`src/rtl/ram2114_access_ctrl_pkg.sv`:
```
// Shared defaults and encodings for the playfield/bullet RAM access controller.
package ram2114_access_ctrl_pkg;

    localparam int ADDR_W_DEF = 11;
    localparam int DATA_W_DEF = 8;

    typedef enum logic {
        ST_CLEAR,
        ST_RUN
    } state_t;

    typedef enum logic [1:0] {
        SRC_NONE,
        SRC_VID,
        SRC_CPU
    } src_t;

endpackage

```
`src/rtl/ram2114_access_ctrl_ram_clear_seq.sv`:
```
// Zero-fill address sequencer: walks 0..2**ADDR_W-1, one address per cycle while busy.
// Latency: busy rises the edge after start, first address issued on the following edge.
// No backpressure: once started it runs to the terminal count; start restarts it at 0.
module ram2114_access_ctrl_ram_clear_seq
    import ram2114_access_ctrl_pkg::*;
#(
    parameter int ADDR_W = ADDR_W_DEF
) (
    input  logic              clk,
    input  logic              reset,
    input  logic              start,
    output logic              busy,
    output logic [ADDR_W-1:0] addr,
    output logic              last
);

    // One spare bit so the terminal address is seen as a carry, not a wrap to 0.
    logic [ADDR_W:0] cnt;
    logic [ADDR_W:0] cnt_nxt;

    assign cnt_nxt = cnt + 1'b1;
    assign addr    = cnt[ADDR_W-1:0];
    assign last    = busy & cnt_nxt[ADDR_W];

    always_ff @(posedge clk or posedge reset) begin
        if (reset) begin
            busy <= 1'b0;
            cnt  <= '0;
        end else if (start) begin
            busy <= 1'b1;
            cnt  <= '0;
        end else if (busy) begin
            busy <= ~last;
            cnt  <= last ? '0 : cnt_nxt;
        end
    end

endmodule

```
`src/rtl/ram2114_access_ctrl.sv`:
```
// Sole owner of the 2114-style RAM port: video reads beat CPU ops, plus a zero-fill clear engine.
// Latency: grant at edge k -> RAM latches address at k+1 -> data/ack registered at k+2.
// Backpressure: CPU waits (req held) behind video and clear; video requests during clear are dropped.
module ram2114_access_ctrl
    import ram2114_access_ctrl_pkg::*;
#(
    parameter int ADDR_W         = ADDR_W_DEF,
    parameter int DATA_W         = DATA_W_DEF,
    parameter int CLEAR_ON_RESET = 1
) (
    input  logic              clk,
    input  logic              reset,
    input  logic              clear_req,
    output logic              clear_busy,
    input  logic              vid_req,
    input  logic [ADDR_W-1:0] vid_addr,
    output logic              vid_valid,
    output logic [DATA_W-1:0] vid_data,
    input  logic              cpu_req,
    input  logic              cpu_we,
    input  logic [ADDR_W-1:0] cpu_addr,
    input  logic [DATA_W-1:0] cpu_din,
    output logic              cpu_ack,
    output logic [DATA_W-1:0] cpu_dout,
    output logic [ADDR_W-1:0] ram_addr,
    output logic              ram_we,
    output logic [DATA_W-1:0] ram_data,
    input  logic [DATA_W-1:0] ram_q
);

    state_t            state;
    src_t              tag0;
    src_t              tag1;
    logic              rd0;
    logic              rd1;
    logic              cpu_pend;
    logic              clr_start;
    logic              clr_last;
    logic [ADDR_W-1:0] clr_addr;

    // In CLEAR with the sequencer idle only happens on the first edge out of reset.
    assign clr_start = (state == ST_RUN) ? clear_req : ~clear_busy;

    ram2114_access_ctrl_ram_clear_seq #(
        .ADDR_W (ADDR_W)
    ) u_clear_seq (
        .clk   (clk),
        .reset (reset),
        .start (clr_start),
        .busy  (clear_busy),
        .addr  (clr_addr),
        .last  (clr_last)
    );

    always_ff @(posedge clk or posedge reset) begin
        if (reset) begin
            state     <= (CLEAR_ON_RESET != 0) ? ST_CLEAR : ST_RUN;
            ram_addr  <= '0;
            ram_we    <= 1'b0;
            ram_data  <= '0;
            cpu_pend  <= 1'b0;
            tag0      <= SRC_NONE;
            tag1      <= SRC_NONE;
            rd0       <= 1'b0;
            rd1       <= 1'b0;
            vid_valid <= 1'b0;
            vid_data  <= '0;
            cpu_ack   <= 1'b0;
            cpu_dout  <= '0;
        end else begin
            ram_we <= 1'b0;
            tag0   <= SRC_NONE;
            rd0    <= 1'b0;
            tag1   <= tag0;
            rd1    <= rd0;

            // Return stage keeps draining in CLEAR: the RAM already holds those addresses.
            vid_valid <= (tag1 == SRC_VID);
            cpu_ack   <= (tag1 == SRC_CPU);
            if (tag1 == SRC_VID) begin
                vid_data <= ram_q;
            end
            if (tag1 == SRC_CPU) begin
                cpu_pend <= 1'b0;
                if (rd1) begin
                    cpu_dout <= ram_q;
                end
            end

            case (state)
                ST_CLEAR: begin
                    if (clear_busy) begin
                        ram_we   <= 1'b1;
                        ram_addr <= clr_addr;
                        ram_data <= '0;
                    end
                    if (clr_last) begin
                        state <= ST_RUN;
                    end
                end
                ST_RUN: begin
                    if (clear_req) begin
                        state <= ST_CLEAR;
                    end else if (vid_req) begin
                        ram_addr <= vid_addr;
                        tag0     <= SRC_VID;
                    end else if (cpu_req && !cpu_pend) begin
                        ram_addr <= cpu_addr;
                        ram_we   <= cpu_we;
                        ram_data <= cpu_din;
                        tag0     <= SRC_CPU;
                        rd0      <= ~cpu_we;
                        cpu_pend <= 1'b1;
                    end
                end
                default: state <= ST_RUN;
            endcase
        end
    end

endmodule

```
`config.mk`:
```
export PLATFORM = sky130hd
export DESIGN_NAME = ram2114_access_ctrl
export DESIGN_NICKNAME = d
export VERILOG_FILES = /design/src/rtl/ram2114_access_ctrl_pkg.sv /design/src/rtl/ram2114_access_ctrl_ram_clear_seq.sv /design/src/rtl/ram2114_access_ctrl.sv
export SDC_FILE = /design/constraint.sdc
export NUM_CORES = 1
export LEC_CHECK = 0
export BUFFER_PORTS_ARGS = -buffer_cell sky130_fd_sc_hd__buf_2
export CAP_MARGIN = 20
export CORE_MARGIN = 8
export CORE_UTILIZATION = 50
export CTS_CLUSTER_SIZE = 24
export DETAILED_ROUTE_END_ITERATION = 10
export GPL_TIMING_DRIVEN = 1
export PLACE_DENSITY = 0.79
export SYNTH_ARGS = -nofsm -noshare
export SYNTH_HDL_FRONTEND = slang
export SYNTH_SLANG_ARGS = --single-unit
```
`constraint.sdc`:
```
create_clock -name clk -period 2.07 [get_ports clk]
set_clock_uncertainty 0.2 [all_clocks]
set_input_delay 0.207 -clock clk [delete_from_list [all_inputs] [get_ports clk]]
set_output_delay 0.207 -clock clk [all_outputs]
set_load 0.005 [all_outputs]
```
**Word level (Yosys, flattened, before mapping)**

Index checks and enable logic that the tools add are counted.

- $add $sub $neg: 1
- Equal/unequal tests: 7
- Muxes and demuxes: 37
- Bitwise operators: 5
- Reduce and logical (&&, ||, !) cells: 6

Operators by type and width:

| kind | count |
|---|---|
| $mux W11 | 4 |
| $mux W12 | 3 |
| $mux W8 | 4 |
| $pmux W11 S2 | 1 |
| $mux W1 | 18 |
| $pmux W8 S2 | 1 |
| $add A12 B1 Y12 const B | 1 |
| $mux W2 | 4 |
| $ne A2 B1 Y1 const B | 2 |
| $ne A2 B2 Y1 const B | 2 |
| $not A1 Y1 | 4 |
| $pmux W1 S2 | 2 |
| $reduce_and A4 Y1 | 1 |
| $ne A3 B2 Y1 const B | 1 |
| $reduce_and A3 Y1 | 1 |
| $eq A2 B1 Y1 const B | 1 |
| $eq A2 B2 Y1 const B | 1 |
| $reduce_and A2 Y1 | 1 |
| $reduce_bool A2 Y1 | 1 |
| $and A1 B1 Y1 | 1 |
| $logic_and A1 B1 Y1 | 1 |
| $logic_not A1 Y1 | 1 |

- Bits in registers: 59
- Word-level logic and storage cells: 71

**Longest topological paths before layout**

Gate-level depths: netlist (run 1).

- Depth in word-level cells: 6
- Depth in mapped cells: 6

**Hierarchy**

From an unflattened synthesis (run 1), not the netlist that was laid out.

- Cell total of the unflattened synthesis: 242
- Area, all modules: 2,860.2 sq um

By module, submodules not included:

| module | instances | cells each | area each (sq um) | sequential area each (sq um) |
|---|---|---|---|---|
| ram2114_access_ctrl | 1 | 160 | 2,038.2 | 1,151.1 |
| ram2114_access_ctrl_ram_clear_seq | 1 | 82 | 822.0 | 325.3 |

**Worst setup path before layout (run 1)**

OpenSTA, ideal clock, no wires.

- Path kind: register -> register
- Start: register u_clear_seq.cnt[4]
- End: register u_clear_seq.cnt[10]
- Arrival: 1.306 ns
- Required time: 1.749 ns
- Path slack: 0.443 ns
- Stages on the path, launching flop included: 5
- Buffers on the path: 0
- Cell sequence: dfrtp_1 nand4_4 or4_4 nand4b_4 nor2_1

- Word-level cells in the longest chain between the ends: 5

Ends and longest elaborated chain:

| element | line | source |
|---|---|---|
| start: declaration | ram2114_access_ctrl_ram_clear_seq.sv:18 | `logic [ADDR_W:0] cnt;` |
| start signal: assignment | ram2114_access_ctrl_ram_clear_seq.sv:34 | `cnt <= last ? '0 : cnt_nxt;` |
| $add A12 B1 Y12 * | ram2114_access_ctrl_ram_clear_seq.sv:21 | `assign cnt_nxt = cnt + 1'b1;` |
| $and A1 B1 Y1 | ram2114_access_ctrl_ram_clear_seq.sv:23 | `assign last = busy & cnt_nxt[ADDR_W];` |
| $mux W12 * | ram2114_access_ctrl_ram_clear_seq.sv:34 |  |
| $mux W12 * | ram2114_access_ctrl_ram_clear_seq.sv:32 | `end else if (busy) begin` |
| $mux W12 * | ram2114_access_ctrl_ram_clear_seq.sv:29 | `end else if (start) begin` |

Every way passes the cells marked *; elsewhere a longest branch is shown, timed or not. The select of a mux whose other input is x is not followed.
A chain may end at the register's enable or synchronous reset.

**Worst setup path in the final report (run 1)**

- Start: register u_clear_seq.busy
- End: register u_clear_seq.cnt[3]

- Word-level cells in the longest chain between the ends: 4
- Elaborated cells on any way between the ends: 7
- Those cells by class: mux: 4; bitwise: 2; reduce/logical: 1

Ends and longest elaborated chain:

| element | line | source |
|---|---|---|
| start: declaration | ram2114_access_ctrl_ram_clear_seq.sv:12 | `output logic busy,` |
| start signal: assignment | ram2114_access_ctrl_ram_clear_seq.sv:33 | `busy <= ~last;` |
| $and A1 B1 Y1 | ram2114_access_ctrl_ram_clear_seq.sv:23 |  |
| $mux W12 | ram2114_access_ctrl_ram_clear_seq.sv:34 |  |
| $mux W12 | ram2114_access_ctrl_ram_clear_seq.sv:32 |  |
| $mux W12 | ram2114_access_ctrl_ram_clear_seq.sv:29 |  |

Parallel ways exist; a longest one is shown, timed or not. The select of a mux whose other input is x is not followed.

==> impl_metrics.py, run 1 <==
metrics = {
    "run_status": {
        "status": "complete, no violations",
    },
    "power_and_ir_drop": {
        "power_w": 0.00299,
        "power.leakage_nw": 1.67,
        "ir_drop_mv": 0.437,
        "p_per_area_mw_per_mm2": 862,
    },
    "clock_network": {
        "clk_path_buf_depth": 2,
        "clk_pin_slew_ns": 0.07,
        "cts_tree": "yes",
        "cts_inserted_buffers": 9,
        "cts_max_level": 3,
        "cts_resized": 0,
        "insertion_delay_ns": 0.33,
        "cts_root_buf": "clkbuf_8",
        "cts_num_sinks": 59,
    },
    "routing": {
        "drtIter0Drc": 118,
        "first_pass_iters": 4,
        "drc": 0,
        "vias_per_cell": 4.91,
        "wl_met3_microns": 423,
        "top_layer_used": "met4",
        "wl_met1_microns": 2610,
        "wl_met2_microns": 2890,
        "routed_wirelength_microns": 6060,
        "vias": 2027,
        "post_drt_wl_per_cell_microns": 14.7,
        "ant_nets": 0,
    },
    "sta": {
        "final.setup.tns_ns": 0,
        "period_needed_ns": 1.75,
        "rsz0062_at_grt": "no",
        "hold_viol": 0,
        "relSlewSlack_pct": 63.8,
        "tightest_slew_ns": 0.542,
        "drv_slew": 0,
        "setup_viol": 0,
        "max_freq_mhz": 573,
        "period_share_pct": 84.3,
    },
    "die": {
        "start_util_pct": 51.4,
        "die_w_microns": 88.2,
        "io_pins": 83,
        "std_cell_rows": 26,
        "die_y_microns": 88.2,
        "coreArea_sq_mm": 0.00507,
        "dieArea_sq_mm": 0.00778,
    },
    "critical_path": {
        "cp-start-kind": "flop",
        "cp.depth": 4,
        "rr_worst_depth": 4,
        "endpoint_kind": "flop",
        "critPathKind": "flop to flop",
        "cp_top_family": "simple AND/OR/NAND/NOR gates",
        "crit_required_ns": 2.08,
        "slowest_stage": "nor3b_4",
        "cp_max_fo": 12,
        "cp.arrival_ns": 1.76,
        "cpPeakStageDelay_ns": 0.54,
        "worstPathCellList": "nor3b_4 > nor2_1 > xnor2_1 > nor2_1",
        "critPathBufInv": 0,
        "worst_path_most_repeated_cell": "nor2_1",
    },
    "yosys": {
        "yosysWarnings": 0,
        "syn-num-nets": 281,
        "yosys_register_bits": 59,
        "synth.top_cell.area_share_pct": 56.6,
        "synthesis.area_sq_mm": 0.00261,
        "syn_inst": 236,
        "syn_area_per_cell_sq_um": 11.0,
        "synthTopCellsByArea": "dfrtp_1, mux2_2, nand2_1",
        "synth_top_cell_by_area": "dfrtp_1",
        "yosysUniqueCellTypes": 34,
        "ys_seq_area_share_pct": 56.6,
    },
    "place": {
        "place.gp.congestion": 0.794,
        "io_buffers": 82,
        "dp_cells": 380,
        "dp_hpwl_microns": 4260,
    },
    "grt": {
        "grt_pass1_wl_microns": 9980,
        "antenna_found_initial": 0,
        "grt.total_usage_pct": 16.8,
        "grt_max_degree": 40,
        "grt_pass1_vias": 2084,
        "overflow": 0,
    },
    "final_layout": {
        "area_growth_pct": 33.3,
        "diodes": 0,
        "mostFrequentLayoutCells": "buf_2, dfrtp_1, nand2_1",
        "drive_gt1_share_pct": 36.7,
        "mostFrequentLayoutCell": "buf_2",
        "fin_cells": 413,
        "nNetsFinal": 384,
        "n_fill_cell": 396,
    },
    "min_path": {
        "hold_class": "input pin to flop",
        "whs_path_depth": 3,
    },
    "flow_run": {
        "max_cap_violations": 0,
    },
}
## cell families after synthesis
family / synth area share [%]
adders and majority gates: 0.480
and+or+nand+nor: 17.3
DFF: 56.6
xor gates and xnor gates: 3.36
buffers and inverters: 3.02
muxes: 11.1
AOI/OAI and AO/OA: 8.06
## cells in the mapped netlist
cell,n
o21bai_1,1
nor4b_2,1
mux2_2,16
nor3b_4,1
mux2i_1,11
nor2b_1,5
and2_1,1
nor3b_1,2
or4_4,1
o211ai_1,1
buf_2,3
nor2_1,12
inv_1,3
o221ai_1,1
buf_6,2
nand4b_4,1
and3_1,1
a22o_1,1
a21o_1,1
clkbuf_1,8
o21ai_0,32
nor4_1,1
nand3_1,3
ha_1,1
nor4_2,1
nand4_1,1
nand2_1,45
nand2b_1,4
nor3_1,3
nor4b_1,1
nand4_4,1
a32o_1,1
dfrtp_1,59
xnor2_1,10
## what timing repair did
action,4_1_cts,5_1_grt
buffers inserted,0,0
endpoints found under the hold margin,46,0
hold buffers,18,0
## worst min-delay path, delay by kind of cell
family / cells / cell delay, ns
and+or+nand+nor: 2 / 0.23
buffers and inverters: 1 / 0.13
## where the power goes
| part | switching (W) | internal [W] | total [W] | leakage (nW) |
|---|---|---|---|---|
| combinational | 0.000226 | 0.000266 | 0.000492 | 0.822 |
| sequential | 0.000150 | 0.00130 | 0.00145 | 0.755 |
| clock | 0.000436 | 0.000612 | 0.00105 | 0.0974 |
| total | 0.000811 | 0.00218 | 0.00299 | 1.67 |
## final timing paths
path / end / startpoint / slack, ns
setup / recovery: u_clear_seq.cnt[3]$_DFFE_PP0P_ / u_clear_seq.busy$_DFF_PP0_ / 0.32
setup reg to reg: u_clear_seq.cnt[3]$_DFFE_PP0P_ / u_clear_seq.busy$_DFF_PP0_ / 0.32
hold / removal: tag0[0]$_DFF_PP0_ / clear_req / 0.07
hold reg to reg: tag1[0]$_DFF_PP0_ / tag0[0]$_DFF_PP0_ / 0.15
max in group asynchronous: ram_addr[9]$_DFFE_PP0P_ / reset / 0.87
min in group asynchronous: ram_addr[5]$_DFFE_PP0P_ / reset / 0.24
## sequential cells by signal, indices dropped and copies added (netlist names)
register and count:
tag0 2, rd0 1, rd1 1, cpu_pend 1
vid_data 8, ram_addr 11, vid_valid 1, cpu_dout 8
tag1 2, u_clear_seq.cnt 12, ram_data 8, u_clear_seq.busy 1
ram_we 1, state 1, cpu_ack 1
## layer usage
layer / GRT usage, % / vias to the layer above
li1: - / 1013
met3: 4.83 / 10
met4: 8.29 / 0
met2: 26.5 / 61
met1: 20.5 / 943
met5: 0 / -
## layout make-up
class                   count  area, sq um  area share (%)
clock buffers              11          151            4.36
inverters                   3         11.3           0.324
flip-flops and latches     59         1480            42.5
well taps                  70         87.6            2.52
repair buffers            105          641            18.4
multi-input cells         161         1060            30.4
clock inverters             4         50.0            1.44
## per-stage QoR
stage	area [sq um]	util [%]	hold slack, ns	setup WS (ns)
global route	3470	68.5	0.0812	0.207
floorplan	2610	-	0.0726	0.207
finish	3470	68.5	0.0652	0.324
CTS	3470	68.5	0.0547	0.335
detailed placement	3090	60.9	0.0521	0.350
global placement	3090	60.9	0.0382	0.385
Power figures use the tool's default switching activity.
==> run 2: changes to the inputs <==
Settings changed: ABC_AREA set to 1.
Clock period 2.07 ns to 1.8 ns, I/O delays scaled along.
==> run 2 against run 1 <==
Compared with the run above: die area is 0.48% lower; via count is 16% higher; register-to-register slack worse by 0.11 ns; fmax is 9.8% higher; global-route usage is 1.2 points higher; area after synthesis is 0.58% lower; hold slack worse by 0.013 ns; utilization is 1.9 points higher; critical endpoint is now u_clear_seq.cnt[6]$_DFFE_PP0P_.
==> impl_metrics.py, run 2 <==
metrics = {
    "run_status": {
        "status": "complete, no violations",
    },
    "final_layout": {
        "reg_top3": "u_clear_seq.cnt: 12 flops, ram_addr: 11 flops",
        "top_register": "u_clear_seq.cnt",
        "multiInputGateArea_sq_um": 955,
        "nNetsFinal": 446,
        "drive_gt1_share_pct": 30.6,
        "area_growth_pct": 36.9,
        "regArea_sq_mm": 0.00148,
        "mostFrequentLayoutCells": "buf_2, nand2_1, dfrtp_1",
        "n_fill_cell": 394,
        "largest_reg_flops": 12,
        "diodes": 0,
        "mostFrequentLayoutCell": "buf_2",
    },
    "grt": {
        "overflow": 0,
        "grt_max_degree": 23,
        "grt.total_usage_pct": 17.9,
        "antenna_found_initial": 0,
        "grt_pass1_vias": 2346,
        "grt_pass1_wl_microns": 10700,
    },
    "critical_path": {
        "crit_required_ns": 1.82,
        "endpoint_kind": "flop",
        "cpPeakStageDelay_ns": 0.39,
        "timing.rr.start": "u_clear_seq.cnt[0]$_DFFE_PP0P_",
        "critPathKind": "flop to flop",
        "cp_max_fo": 4,
        "cp_top_family": "simple AND/OR/NAND/NOR gates",
        "r2r_end": "u_clear_seq.cnt[6]$_DFFE_PP0P_",
        "r2r_slack_ns": 0.21,
        "critPathBufInv": 0,
        "cp.arrival_ns": 1.61,
        "cp.depth": 7,
        "rr_worst_depth": 7,
        "worst_path_most_repeated_cell": "nor2_1",
        "slowest_stage": "dfrtp_1",
        "crit_start": "u_clear_seq.cnt[0]$_DFFE_PP0P_",
        "cp-endpoint": "u_clear_seq.cnt[6]$_DFFE_PP0P_",
        "cp-start-kind": "flop",
        "worstPathCellList": "ha_1 > nand3_1 > nor2_1 > nand2_1 > nor2_1 > xnor2_1 > nor2_1",
    },
    "yosys": {
        "yosysWarnings": 0,
        "synth_flop_cell": "dfrtp_1",
        "yosys_register_bits": 59,
        "yosysMostFrequentCell": "nand2_1",
        "syn_inst": 290,
        "yosysUniqueCellTypes": 23,
        "synth-edff-count": 0,
        "synthTopCellsByArea": "dfrtp_1, nand2_1, nor2_1",
        "ys_seq_area_share_pct": 56.9,
        "syn-num-nets": 335,
        "ys_async_sr_fraction_pct": 100,
        "synthesis.area_sq_mm": 0.00259,
        "synth.top_cell.area_share_pct": 56.9,
        "syn_area_per_cell_sq_um": 8.94,
        "yosys-top-cells-count": "nand2_1, dfrtp_1, nor2_1, inv_1, o21ai_0",
        "synth_top_cell_by_area": "dfrtp_1",
    },
    "power_and_ir_drop": {
        "power.leakage_nw": 1.91,
        "internal_power_w": 0.00270,
        "swShare_pct": 27.0,
        "combPwrFrac_pct": 18.7,
        "p_sw_w": 0.00100,
        "ir_drop_mv": 0.692,
        "power_w": 0.00370,
        "p_clk_share_pct": 36.6,
        "seqPwrFrac_pct": 44.7,
        "p_per_area_mw_per_mm2": 1040,
    },
    "sta": {
        "max_freq_mhz": 629,
        "relSlewSlack_pct": 63.3,
        "hold_viol": 0,
        "period_share_pct": 88.3,
        "drv_slew": 0,
        "rsz0062_at_grt": "no",
        "period_needed_ns": 1.59,
        "timing.final.ws_setup_ns": 0.210,
        "final.setup.tns_ns": 0,
        "tightest_slew_ns": 0.548,
        "setup_viol": 0,
        "worst_hold_slack_ns": 0.0519,
    },
    "routing": {
        "drtIter0Drc": 75,
        "ant_nets": 0,
        "post_drt_wl_per_cell_microns": 13.7,
        "first_pass_iters": 4,
        "vias_per_cell": 4.95,
        "drc": 0,
        "routed_wirelength_microns": 6500,
        "vias": 2350,
    },
    "clock_network": {
        "cts_inserted_buffers": 9,
        "insertion_delay_ns": 0.33,
        "cts_root_buf": "clkbuf_8",
        "clk_path_buf_depth": 2,
        "cts_tree": "yes",
        "cts_max_level": 3,
        "cts_num_sinks": 59,
        "clk_pin_slew_ns": 0.07,
    },
    "min_path": {
        "hold_class": "input pin to flop",
    },
    "place": {
        "place_ws_ns": 0.155,
        "io_buffers": 82,
        "dp_hpwl_microns": 4740,
        "place.gp.congestion": 0.872,
    },
    "die": {
        "std_cell_rows": 26,
        "dieArea_sq_mm": 0.00774,
        "start_util_pct": 51.4,
        "die_w_microns": 88.0,
        "io_pins": 83,
        "coreArea_sq_mm": 0.00504,
        "die_y_microns": 88.0,
    },
    "flow_run": {
        "max_cap_violations": 0,
    },
}
[run 2: cell types whose count changed after synthesis, moves of 5 or more]
cell / delta
mux2_2: -16
mux2i_1: -11
nand4_1: +5
nor2_1: +36
nand2_1: +24
inv_1: +25
a2bb2oi_1: +10
nor2b_1: -5
xnor2_1: -9
a21oi_2: +9
[run 2: per-layer routing]
layer / wire length, microns / part of all wire [%] / track usage (%)
met4: 86 / 1.3 / 7.03
met1: 2800 / 43 / 20.8
met5: 0 / 0 / 0
met2: 3130 / 48 / 30.9
met3: 485 / 7.5 / 4.41
[run 2: what timing repair did]
item                                   4_1_cts  5_1_grt
hold buffers                                19        0
buffers inserted                             0        0
setup endpoints to repair                    0       10
endpoints found under the hold margin       87        0
resized for setup                            0        3
[run 2: worst min-delay path by stage]
stage / from / to / slack (ns) / depth (start not counted)
floorplan: cpu_we / rd0$_DFF_PP0_ / 0.05 / 1
CTS: cpu_addr[6] / ram_addr[6]$_DFFE_PP0P_ / 0.03 / 4
global placement: reset / ram_addr[3]$_DFFE_PP0P_ / -0.006 / 2
detailed placement: reset / ram_addr[7]$_DFFE_PP0P_ / -0.01 / 2
global route: cpu_addr[6] / ram_addr[6]$_DFFE_PP0P_ / 0.05 / 4
finish: cpu_addr[9] / ram_addr[9]$_DFFE_PP0P_ / 0.05 / 4
[run 2: cell type report]
cell class                 instances  share of cell area [%]
multi-input combinational        192                    26.9
tap                               70                    2.47
timing repair buffer             110                    19.5
inverter                          29                    3.17
clock buffer                      11                    4.27
sequential                        59                    41.6
clock inverter                     4                    2.08
[run 2: cells by family (layout without fill, tap and decap cells)]
| kind of cell | Yosys count | count (layout) | share of synthesized area (%) |
|---|---|---|---|
| compound gates | 53 | 53 | 13.7 |
| fa+ha+maj | 1 | 1 | 0.483 |
| buf+inv | 39 | 154 | 6.51 |
| flops | 59 | 59 | 56.9 |
| simple gates | 133 | 133 | 20.7 |
| xor+xnor | 5 | 5 | 1.69 |
[run 2: stage by stage]
step | std cells | area, sq um | util, %
finish | 475 | 3550 | 70.4
global route | 475 | 3550 | 70.4
CTS | 475 | 3540 | 70.2
detailed placement | 441 | 3130 | 62.0
global placement | 441 | 3130 | 62.0
floorplan | 290 | 2600 | -
[run 2: power groups by stage]
stage	registers [W]	clock network (W)	logic [W]
finish	0.00165	0.00135	0.000691
global route	0.00167	0.00143	0.000772
CTS	0.00165	0.00138	0.000695
detailed placement	0.00167	0	0.000660
global placement	0.00167	0	0.000651
floorplan	0.00166	0	0.000373
[run 2: worst register-to-register path: cells and delay by family, from the launching register on]
kind	cells	cell delay [ns]
simple gates	5	0.55
flops	1	0.39
fa+ha+maj	1	0.20
xor+xnor	1	0.13
==> run 3: changes to the inputs <==
Settings changed: CORE_ASPECT_RATIO set to 1.2, REMOVE_ABC_BUFFERS set to 1.
==> run 3 against run 2 <==
Compared with the run above: utilization fell by 0.28 points; global-route usage rose by 0.10 points; routed wire length rose by 1.5%; fmax fell by 2.9%; worst setup slack got worse by 0.047 ns; register-to-register slack got worse by 0.05 ns; power fell by 4.7%; via count fell by 0.21%; highest routed layer unchanged.
==> impl_metrics.py, run 3 (synthesis gave the netlist of run 2 again) <==
metrics = {
    "grt": {
        "grt_pass1_wl_microns": 10800,
        "antenna_found_initial": 0,
        "grt_max_degree": 40,
        "grt_pass1_vias": 2355,
        "grt.total_usage_pct": 18.0,
        "overflow": 0,
    },
    "clock_network": {
        "cts_setup_buffers": 0,
        "cts_tree": "yes",
        "cts_num_sinks": 59,
        "clk_pin_slew_ns": 0.07,
        "insertion_delay_ns": 0.33,
        "cts_inserted_buffers": 9,
        "cts_max_level": 3,
        "clk_path_buf_depth": 2,
        "cts_root_buf": "clkbuf_8",
    },
    "sta": {
        "hold_viol": 0,
        "drv_slew": 0,
        "tightest_slew_ns": 0.504,
        "relSlewSlack_pct": 66.3,
        "worst_hold_slack_ns": 0.0426,
        "period_needed_ns": 1.64,
        "max_freq_mhz": 611,
        "period_share_pct": 90.9,
        "setup_viol": 0,
        "rsz0062_at_grt": "no",
    },
    "die": {
        "start_util_pct": 52.1,
        "coreArea_sq_mm": 0.00497,
        "die_y_microns": 94.9,
        "dieArea_sq_mm": 0.00775,
        "std_cell_rows": 28,
        "io_pins": 83,
        "die_w_microns": 81.7,
    },
    "place": {
        "io_buffers": 82,
        "place.gp.congestion": 0.884,
        "dp_hpwl_microns": 4760,
    },
    "final_layout": {
        "diodes": 0,
        "nNetsFinal": 444,
        "area_growth_pct": 34.6,
        "drive_gt1_share_pct": 30.0,
        "mostFrequentLayoutCells": "buf_2, nand2_1, dfrtp_1",
        "fin_util_pct": 70.1,
        "top_register": "u_clear_seq.cnt",
        "reg_top3": "u_clear_seq.cnt: 12 flops, ram_addr: 11 flops",
        "mostFrequentLayoutCell": "buf_2",
        "largest_reg_flops": 12,
    },
    "critical_path": {
        "endpoint_kind": "flop",
        "crit_required_ns": 1.82,
        "worstPathCellList": "ha_1 > nand3_1 > nor2_2 > nand2_1 > nor2_1 > xnor2_1 > nor2_1",
        "critPathBufInv": 0,
        "cp-start-kind": "flop",
        "cpPeakStageDelay_ns": 0.41,
        "cp_max_fo": 4,
        "slowest_stage": "dfrtp_1",
        "cp.arrival_ns": 1.65,
        "cp_top_family": "simple AND/OR/NAND/NOR gates",
        "worst_path_most_repeated_cell": "nor2_1",
        "critPathKind": "flop to flop",
    },
    "power_and_ir_drop": {
        "power.leakage_nw": 1.88,
        "p_per_area_mw_per_mm2": 1010,
        "power_w": 0.00352,
        "ir_drop_mv": 0.880,
    },
    "flow_run": {
        "max_cap_violations": 0,
    },
    "min_path": {
        "hold_class": "input pin to flop",
    },
    "routing": {
        "ant_nets": 0,
        "drc": 0,
        "drtIter0Drc": 99,
        "vias": 2345,
        "routed_wirelength_microns": 6590,
        "first_pass_iters": 5,
        "post_drt_wl_per_cell_microns": 14.2,
        "vias_per_cell": 5.05,
    },
    "run_status": {
        "status": "complete, no violations",
    },
}
-- run 3: area by class of cell --
class,count,area [sq um]
tap,60,75.1
clock inverter,4,50.0
timing repair buffer,108,678
sequential,59,1480
inverter,29,109
multi-input combinational,192,955
clock buffer,12,145
fill,392,1490
-- run 3: layer usage --
layer | wire length (microns) | GRT usage [%]
met3 | 517 | 5.04
met1 | 2610 | 20.0
met2 | 3310 | 29.7
met5 | 0 | 0
met4 | 160 | 11.1
-- run 3: report_power, final --
part | switching [W] | internal, W
clock | 0.000502 | 0.000675
combinational | 0.000345 | 0.000339
sequential | 0.000153 | 0.00151
-- run 3: worst min-delay path, stage by stage --
cell,delay (ns)
buf_2,0.09
nor2_1,0.03
a2bb2oi_1,0.14
a21oi_2,0.10
-- run 3: timing repair --
item | 4_1_cts | 5_1_grt
resized for setup | 0 | 3
hold buffers | 19 | 0
endpoints found under the setup margin | 0 | 3
hold endpoints to repair | 48 | 0
-- run 3: worst paths after layout --
check	start	to	slack, ns	cells past startpoint
min in group asynchronous	reset	ram_data[5]$_DFFE_PP0P_	0.21	3
worst max register to register	u_clear_seq.cnt[0]$_DFFE_PP0P_	u_clear_seq.cnt[6]$_DFFE_PP0P_	0.16	7
worst max-delay path	u_clear_seq.cnt[0]$_DFFE_PP0P_	u_clear_seq.cnt[6]$_DFFE_PP0P_	0.16	7
max in group asynchronous	reset	vid_valid$_DFF_PP0_	0.62	4
worst min-delay path	cpu_addr[3]	ram_addr[3]$_DFFE_PP0P_	0.04	4
worst min register to register	tag0[0]$_DFF_PP0_	tag1[0]$_DFF_PP0_	0.15	0
-- run 3: metrics by stage --
step	setup WS, ns	setup TNS, ns	cells	instance area [sq um]
CTS	0.0888	0	464	3480
global route	0.0315	0	464	3490
detailed placement	0.123	0	429	3100
global placement	0.153	0	429	3100
floorplan	-0.0859	-3.30	280	2530
finish	0.164	0	464	3490
